File: src/rtl/dpram_fifo_ctrl_pkg.sv
// Shared defaults for the dual-port-RAM FIFO controller.
// DATA_W/ADDR_W defaults must match the dual_port_ram instance beside the controller.
package dpram_fifo_ctrl_pkg;

  localparam int unsigned FIFO_DATA_W       = 8;
  localparam int unsigned FIFO_ADDR_W       = 6;
  localparam int unsigned FIFO_AFULL_THRESH = 56;

  function automatic int unsigned fifo_depth(input int unsigned addr_w);
    return 32'd1 << addr_w;
  endfunction

endpackage

File: src/rtl/dpram_fifo_ctrl_ptr.sv
// Wrapping ADDR_W-bit pointer with increment enable and synchronous reset.
module fifo_ptr #(
  parameter int unsigned ADDR_W = 6
) (
  input  logic              clk,
  input  logic              rst,
  input  logic              inc,
  output logic [ADDR_W-1:0] ptr
);

  logic [ADDR_W-1:0] ptr_q;

  always_ff @(posedge clk) begin
    if (rst) begin
      ptr_q <= '0;
    end else if (inc) begin
      ptr_q <= ptr_q + ADDR_W'(1);
    end
  end

  assign ptr = ptr_q;

endmodule

File: src/rtl/dpram_fifo_ctrl.sv
// FIFO controller driving an external dual-port RAM: port A writes, port B reads.
// Owns pointers, occupancy count and registered flags; read data is the RAM's registered q_b.
module dpram_fifo_ctrl
  import dpram_fifo_ctrl_pkg::*;
#(
  parameter int unsigned DATA_W       = FIFO_DATA_W,
  parameter int unsigned ADDR_W       = FIFO_ADDR_W,
  parameter int unsigned AFULL_THRESH = FIFO_AFULL_THRESH
) (
  input  logic              clk,
  input  logic              rst,
  input  logic              wr_en,
  input  logic [DATA_W-1:0] wr_data,
  input  logic              rd_en,
  output logic [DATA_W-1:0] rd_data,
  output logic              rd_valid,
  output logic              full,
  output logic              empty,
  output logic              almost_full,
  output logic [ADDR_W:0]   count,
  output logic              overflow,
  output logic              underflow,
  output logic [DATA_W-1:0] ram_data_a,
  output logic [ADDR_W-1:0] ram_addr_a,
  output logic              ram_we_a,
  output logic [DATA_W-1:0] ram_data_b,
  output logic [ADDR_W-1:0] ram_addr_b,
  output logic              ram_we_b,
  input  logic [DATA_W-1:0] ram_q_b
);

  localparam logic [ADDR_W:0] Depth    = (ADDR_W+1)'(fifo_depth(ADDR_W));
  localparam logic [ADDR_W:0] AfullLvl = (ADDR_W+1)'(AFULL_THRESH);

  logic              push, pop;
  logic [ADDR_W-1:0] wr_ptr, rd_ptr;
  logic [ADDR_W:0]   count_q, count_d;
  logic              full_q, empty_q, afull_q;
  logic              rd_valid_q, overflow_q, underflow_q;

  // Acceptance uses the flags registered at the start of the cycle, so a full FIFO
  // never accepts a push even if a pop frees a slot in the same cycle.
  assign push = wr_en & ~full_q;
  assign pop  = rd_en & ~empty_q;

  fifo_ptr #(
    .ADDR_W (ADDR_W)
  ) u_wr_ptr (
    .clk (clk),
    .rst (rst),
    .inc (push),
    .ptr (wr_ptr)
  );

  fifo_ptr #(
    .ADDR_W (ADDR_W)
  ) u_rd_ptr (
    .clk (clk),
    .rst (rst),
    .inc (pop),
    .ptr (rd_ptr)
  );

  always_comb begin
    count_d = count_q;
    unique case ({push, pop})
      2'b10:   count_d = count_q + (ADDR_W+1)'(1);
      2'b01:   count_d = count_q - (ADDR_W+1)'(1);
      default: count_d = count_q;
    endcase
  end

  always_ff @(posedge clk) begin
    if (rst) begin
      count_q     <= '0;
      empty_q     <= 1'b1;
      full_q      <= 1'b0;
      afull_q     <= 1'b0;
      rd_valid_q  <= 1'b0;
      overflow_q  <= 1'b0;
      underflow_q <= 1'b0;
    end else begin
      count_q     <= count_d;
      empty_q     <= (count_d == '0);
      full_q      <= (count_d == Depth);
      afull_q     <= (count_d >= AfullLvl);
      rd_valid_q  <= pop;
      overflow_q  <= wr_en & full_q;
      underflow_q <= rd_en & empty_q;
    end
  end

  assign ram_data_a  = wr_data;
  assign ram_addr_a  = wr_ptr;
  assign ram_we_a    = push;
  assign ram_data_b  = '0;
  assign ram_addr_b  = rd_ptr;
  assign ram_we_b    = 1'b0;

  assign rd_data     = ram_q_b;
  assign rd_valid    = rd_valid_q;
  assign count       = count_q;
  assign full        = full_q;
  assign empty       = empty_q;
  assign almost_full = afull_q;
  assign overflow    = overflow_q;
  assign underflow   = underflow_q;

endmodule

File: config.mk
export PLATFORM = sky130hd
export DESIGN_NAME = dpram_fifo_ctrl
export DESIGN_NICKNAME = d
export VERILOG_FILES = /design/src/rtl/dpram_fifo_ctrl_pkg.sv /design/src/rtl/dpram_fifo_ctrl_ptr.sv /design/src/rtl/dpram_fifo_ctrl.sv
export SDC_FILE = /design/constraint.sdc
export NUM_CORES = 1
export LEC_CHECK = 0
export ABC_AREA = 0
export BUFFER_PORTS_ARGS = -buffer_cell sky130_fd_sc_hd__buf_2
export CORE_AREA = 2 2 65 67
export DETAILED_ROUTE_END_ITERATION = 8
export DIE_AREA = 0 0 67 69
export PLACE_DENSITY_LB_ADDON = 0.25
export RECOVER_POWER = 100
export SLEW_MARGIN = 20
export SYNTH_ARGS = -nofsm -noshare
export SYNTH_HDL_FRONTEND = slang
export SYNTH_SLANG_ARGS = --single-unit
File: constraint.sdc
create_clock -name clk -period 2.45 [get_ports clk]
set_input_delay 0.245 -clock clk [delete_from_list [all_inputs] [get_ports clk]]
set_output_delay 0.245 -clock clk [all_outputs]
set_load 0.05 [all_outputs]
[Yosys cells after proc, flatten, opt, wreduce, memory -nomap -nowiden]
Index checks and enable logic that the tools add are counted.
Word-level totals
  word-level logic and storage cells: 25
  output and inout port bits: 51
  bits of input ports: 20
  register bits: 25
Operators by class
  bitwise logic cells: 6
  multiplexer cells: 1
  eq/ne operators: 3
  $lt $le $gt $ge: 1
  reductions and logical operators: 1
  add/sub/neg operators: 4
Operators with widths (number)
  7-bit one-hot mux with 2 select lines: 1
  6-bit by 1-bit adder with 6-bit output (second input constant): 2
  7-bit by 1-bit adder with 7-bit output (second input constant): 1
  7-bit == test (second input constant): 1
  7-bit by 6-bit >= comparator with 1-bit output (second input constant): 1
  7-bit logical NOT: 1
  7-bit by 1-bit subtractor with 7-bit output (second input constant): 1
  1-bit AND: 4
  2-bit by 1-bit == test with 1-bit output (second input constant): 1
  2-bit == test (second input constant): 1
  1-bit inverter: 2

[Longest topological paths before layout]
  word-level depth: 5
  gate-level depth with buffers: 12
  depth with buffers taken out: 11

[Modules after synthesis]
A second synthesis with hierarchy kept.
Second synthesis, totals
  cell total of the unflattened synthesis: 176
  area, all modules: 1576.5 sq um
By module, submodules not included
  dpram_fifo_ctrl: cells an instance 128, area an instance 1098.6 sq um, instances 1
  fifo_ptr: cells an instance 24, area an instance 239.0 sq um, instances 2

[Least setup slack after synthesis]
Ideal clock, no wire load.
  path kind: flip-flop to flip-flop
  start: register empty_q, in the netlist empty
  end: register afull_q, in the netlist almost_full
  library setup time: 101 ps
  stages on the path, launching flop included: 11
  period minus slack after synthesis: 2648 ps
  buffers on the path: 3
  arrival: 2547 ps
  slack: -198 ps
  data required time: 2349 ps
  path through: dfxtp_1 -> nand2b_1 -> buf_4 -> inv_2 -> buf_4 -> ha_1 -> buf_1 -> a2111oi_2 -> o31ai_1 -> xor2_1 -> o41ai_1
Between the ends
  longest elaborated chain between the ends: 5
Ends and longest elaborated chain
  from (decl): line dpram_fifo_ctrl.sv:38  | logic full_q, empty_q, afull_q;
  from (signal assigned): line dpram_fifo_ctrl.sv:84  | empty_q <= (count_d == '0);
  1-bit inverter (*): line dpram_fifo_ctrl.sv:44  | assign pop = rd_en & ~empty_q;
  1-bit AND (*): line dpram_fifo_ctrl.sv:44
  2-bit by 1-bit == test with 1-bit output / 2-bit == test (equally long branches): line dpram_fifo_ctrl.sv:66  | unique case ({push, pop})
  7-bit one-hot mux with 2 select lines (*): line dpram_fifo_ctrl.sv:66
  7-bit by 6-bit >= comparator with 1-bit output (*): line dpram_fifo_ctrl.sv:86  | afull_q <= (count_d >= AfullLvl);
  to (signal assigned): line dpram_fifo_ctrl.sv:86
  to (decl): line dpram_fifo_ctrl.sv:38
Mark *: on every way between the ends. The rest lies on a longest branch, timed or not.
A chain may end at the register's enable or synchronous reset.

[Final worst setup path]
  start: register empty_q, in the netlist empty
  end: register empty_q, in the netlist empty
Between the ends
  longest elaborated chain between the ends: 5
Ends and longest elaborated chain (line)
  1-bit inverter (*): dpram_fifo_ctrl.sv:44
  1-bit AND (*): dpram_fifo_ctrl.sv:44
  2-bit by 1-bit == test with 1-bit output / 2-bit == test (equally long branches): dpram_fifo_ctrl.sv:66
  7-bit one-hot mux with 2 select lines (*): dpram_fifo_ctrl.sv:66
  7-bit logical NOT (*): dpram_fifo_ctrl.sv:84
Marks and branches as above.

==> results_dict.tcl <==
set metrics [dict create \
    grt_max_degree 24 \
    r2r-start "empty$_SDFF_PP1_" \
    max_slew_margin 0.598 \
    synth_xor_xnor_area_share 0.0820 \
    ys_ff_latch 25 \
    grt_overflow_total 0 \
    io_pins 71 \
    outcome "finished, final reports clean" \
    clockPowerShare 0.138 \
    num_rows 23 \
    min_period_over_period 0.919 \
    remaining_drc_errors 0 \
    drtIter0Drc 70 \
    finalCriticalPeriod_ns 2.25 \
    worstPathRequired_ns 2.59 \
    cts_tree "yes" \
    syn_area_per_cell_um2 8.44 \
    nets 225 \
    gp_congestion 0.756 \
    max_slew.worst_pin.slew_ns 0.606 \
    muxShareOfSynthArea 0.00631 \
    synth_compound_area_frac 0.188 \
    crit_type "flip-flop to flip-flop" \
    fp.dieArea_mm2 0.00462 \
    cts-root-buf "clkbuf_8" \
    report.final.slew_viol_count 0 \
    first_global_vias 1176 \
    cts_buffers 3 \
    utilization 0.421 \
    wl_um 3300 \
    io_buffer_count 29 \
    layout-area-overhead-vs-synth_pct 3.79 \
    hold_viol 0 \
    h-tree-depth 1 \
    wire_per_inst_um 13.2 \
    crit_fanout 8 \
    intPower_w 0.000856 \
    leakage_nw 0.632 \
    netlist_instances 188 \
    grt_first_pass_wirelength_um 5440 \
    synth-edff-count 0 \
    crit_path_end_kind "flip-flop" \
    drive_gt1_frac 0.135 \
    p_seq_frac 0.337 \
    ir_drop_mv 0.305 \
    n_antenna_cell 0 \
    setup_viol 0 \
    synth_ff_type "dfxtp_1" \
    cp.arrival_ns 2.39 \
    ant_nets 0 \
    rsz0062_at_grt "no" \
    grt_usage 0.149 \
    ys_seq_area_frac 0.315 \
    yosysWarnings 0 \
    dr_total_vias 1302 \
    skew_ns 0.00228 \
    fmax_ghz 0.444 \
    ys_types 51 \
    power_frac_comb 0.525 \
    finalSetupTns_ns 0 \
    layout_commonest_cell "clkbuf_1" \
    clk_latency_ns 0.26 \
    die_x_um 67 \
    p_switching_w 0.000832 \
    hpwl_um 2440 \
    syn_area_mm2 0.00159 \
    hold_class "primary input to flip-flop" \
    multi_input_area_um2 842 \
    first_pass_iters 4 \
    clkSlewWorstSetupHoldPaths_ns 0.08 \
    synthAdderAreaFrac 0.0315 \
    async_flop_share 0 \
    startpoint "empty$_SDFF_PP1_" \
    antenna_found_initial 0 \
    core-area_mm2 0.00391 \
    cp-start-kind "flip-flop" \
    clk_path_buf_depth 2 \
    die_h_um 69 \
    seq_area_um2 508 \
    powerDensity_mw_per_mm2 1030 \
    max_cap_viol_count 0 \
    min_from "wr_en" \
    synth_top_family_by_area "compound AO/OA/AOI/OAI gates" \
    start_util 0.405 \
    synthSimpleGateAreaFrac 0.188 \
    swShare 0.493 \
    via_per_inst 5.21 \
    cts.sinks 25 \
    fillers 454 \
    final_cell_mix "clkbuf_1, dfxtp_1, nor2_1" \
]
## sequential cells by signal (all words and copies together) (netlist names)
signal / cells
count: 7
u_rd_ptr.ptr: 6
u_wr_ptr.ptr: 6
almost_full: 1
empty: 1
full: 1
overflow: 1
rd_valid: 1
underflow: 1
## cells in the mapped netlist, types with 4 or more instances
library cell,n,share of area
a21oi_1,9,0.028
a31oi_1,5,0.020
buf_4,28,0.13
dfxtp_1,25,0.32
ha_1,4,0.032
inv_1,5,0.012
nand2_1,12,0.028
nand4_1,7,0.028
nor2_1,19,0.045
nor3_1,5,0.016
o21ai_0,4,0.013
xnor2_1,4,0.022
xor2_1,9,0.050
## cell type report
class                           instances  area share
Multi-Input combinational cell        127       0.511
Clock buffer                            3      0.0251
Timing Repair Buffer                   37      0.0980
Sequential cell                        25       0.309
Tap cell                               50      0.0380
Clock inverter                          1     0.00304
Inverter                                7      0.0160
## final timing paths
kind	cells past startpoint	slack, ns	to
min	2	0.23	overflow$_SDFF_PP0_
max	10	0.20	empty$_SDFF_PP1_
max reg2reg	10	0.20	empty$_SDFF_PP1_
min reg2reg	2	0.49	u_wr_ptr.ptr[5]$_SDFFE_PP0P_
## power groups by stage
stage	Clock [W]	Combinational, W	Sequential, W
global placement	0	0.000907	0.000578
finish	0.000233	0.000887	0.000569
CTS	0.000246	0.000903	0.000568
floorplan	0	0.000611	0.000763
global route	0.000266	0.000971	0.000577
detailed placement	0	0.000901	0.000578
## per-stage QoR
step                power, W  worst slack [ns]  cells  hold slack, ns  area, um^2
finish               0.00169             0.199    250           0.231        1650
global route         0.00181            0.0149    250           0.227        1650
CTS                  0.00172            0.0617    250           0.224        1670
detailed placement   0.00148             0.103    246           0.482        1620
global placement     0.00148             0.131    246           0.471        1620
floorplan            0.00137            0.0419    196           0.347        1620
## critical path, cell delays in order, from the launching register on
cell       delay, ns
dfxtp_4         0.35
nand2b_1        0.20
nor2_2          0.16
xor2_1          0.17
ha_2            0.29
nor2_1          0.06
nand4_1         0.10
o21ai_1         0.11
o311ai_1        0.39
a2bb2oi_2       0.21
a31oi_1         0.09
## timing repair
| action | CTS | global route |
|---|---|---|
| hold endpoints to repair | 0 | 0 |
| hold buffers | 0 | 0 |
| gates resized for setup | 0 | 6 |
| setup buffers | 0 | 0 |
| endpoints found under the setup margin | 0 | 4 |
## cell families after synthesis
kind of cell    after synthesis
buf+inv                      44
fa+ha+maj                     4
compound gates               39
simple gates                 60
flops                        25
mux                           1
other cells                   1
xor+xnor                     14
## per-layer routing
metal | vias to the layer above | routed length [um] | global-route usage
met5 | - | 0 | 0
met4 | 0 | 36 | 0.0590
met3 | 4 | 189 | 0.0228
met2 | 39 | 1630 | 0.241
met1 | 612 | 1440 | 0.196
li1 | 647 | - | -
No activity file was read; power rests on OpenSTA's default activity.
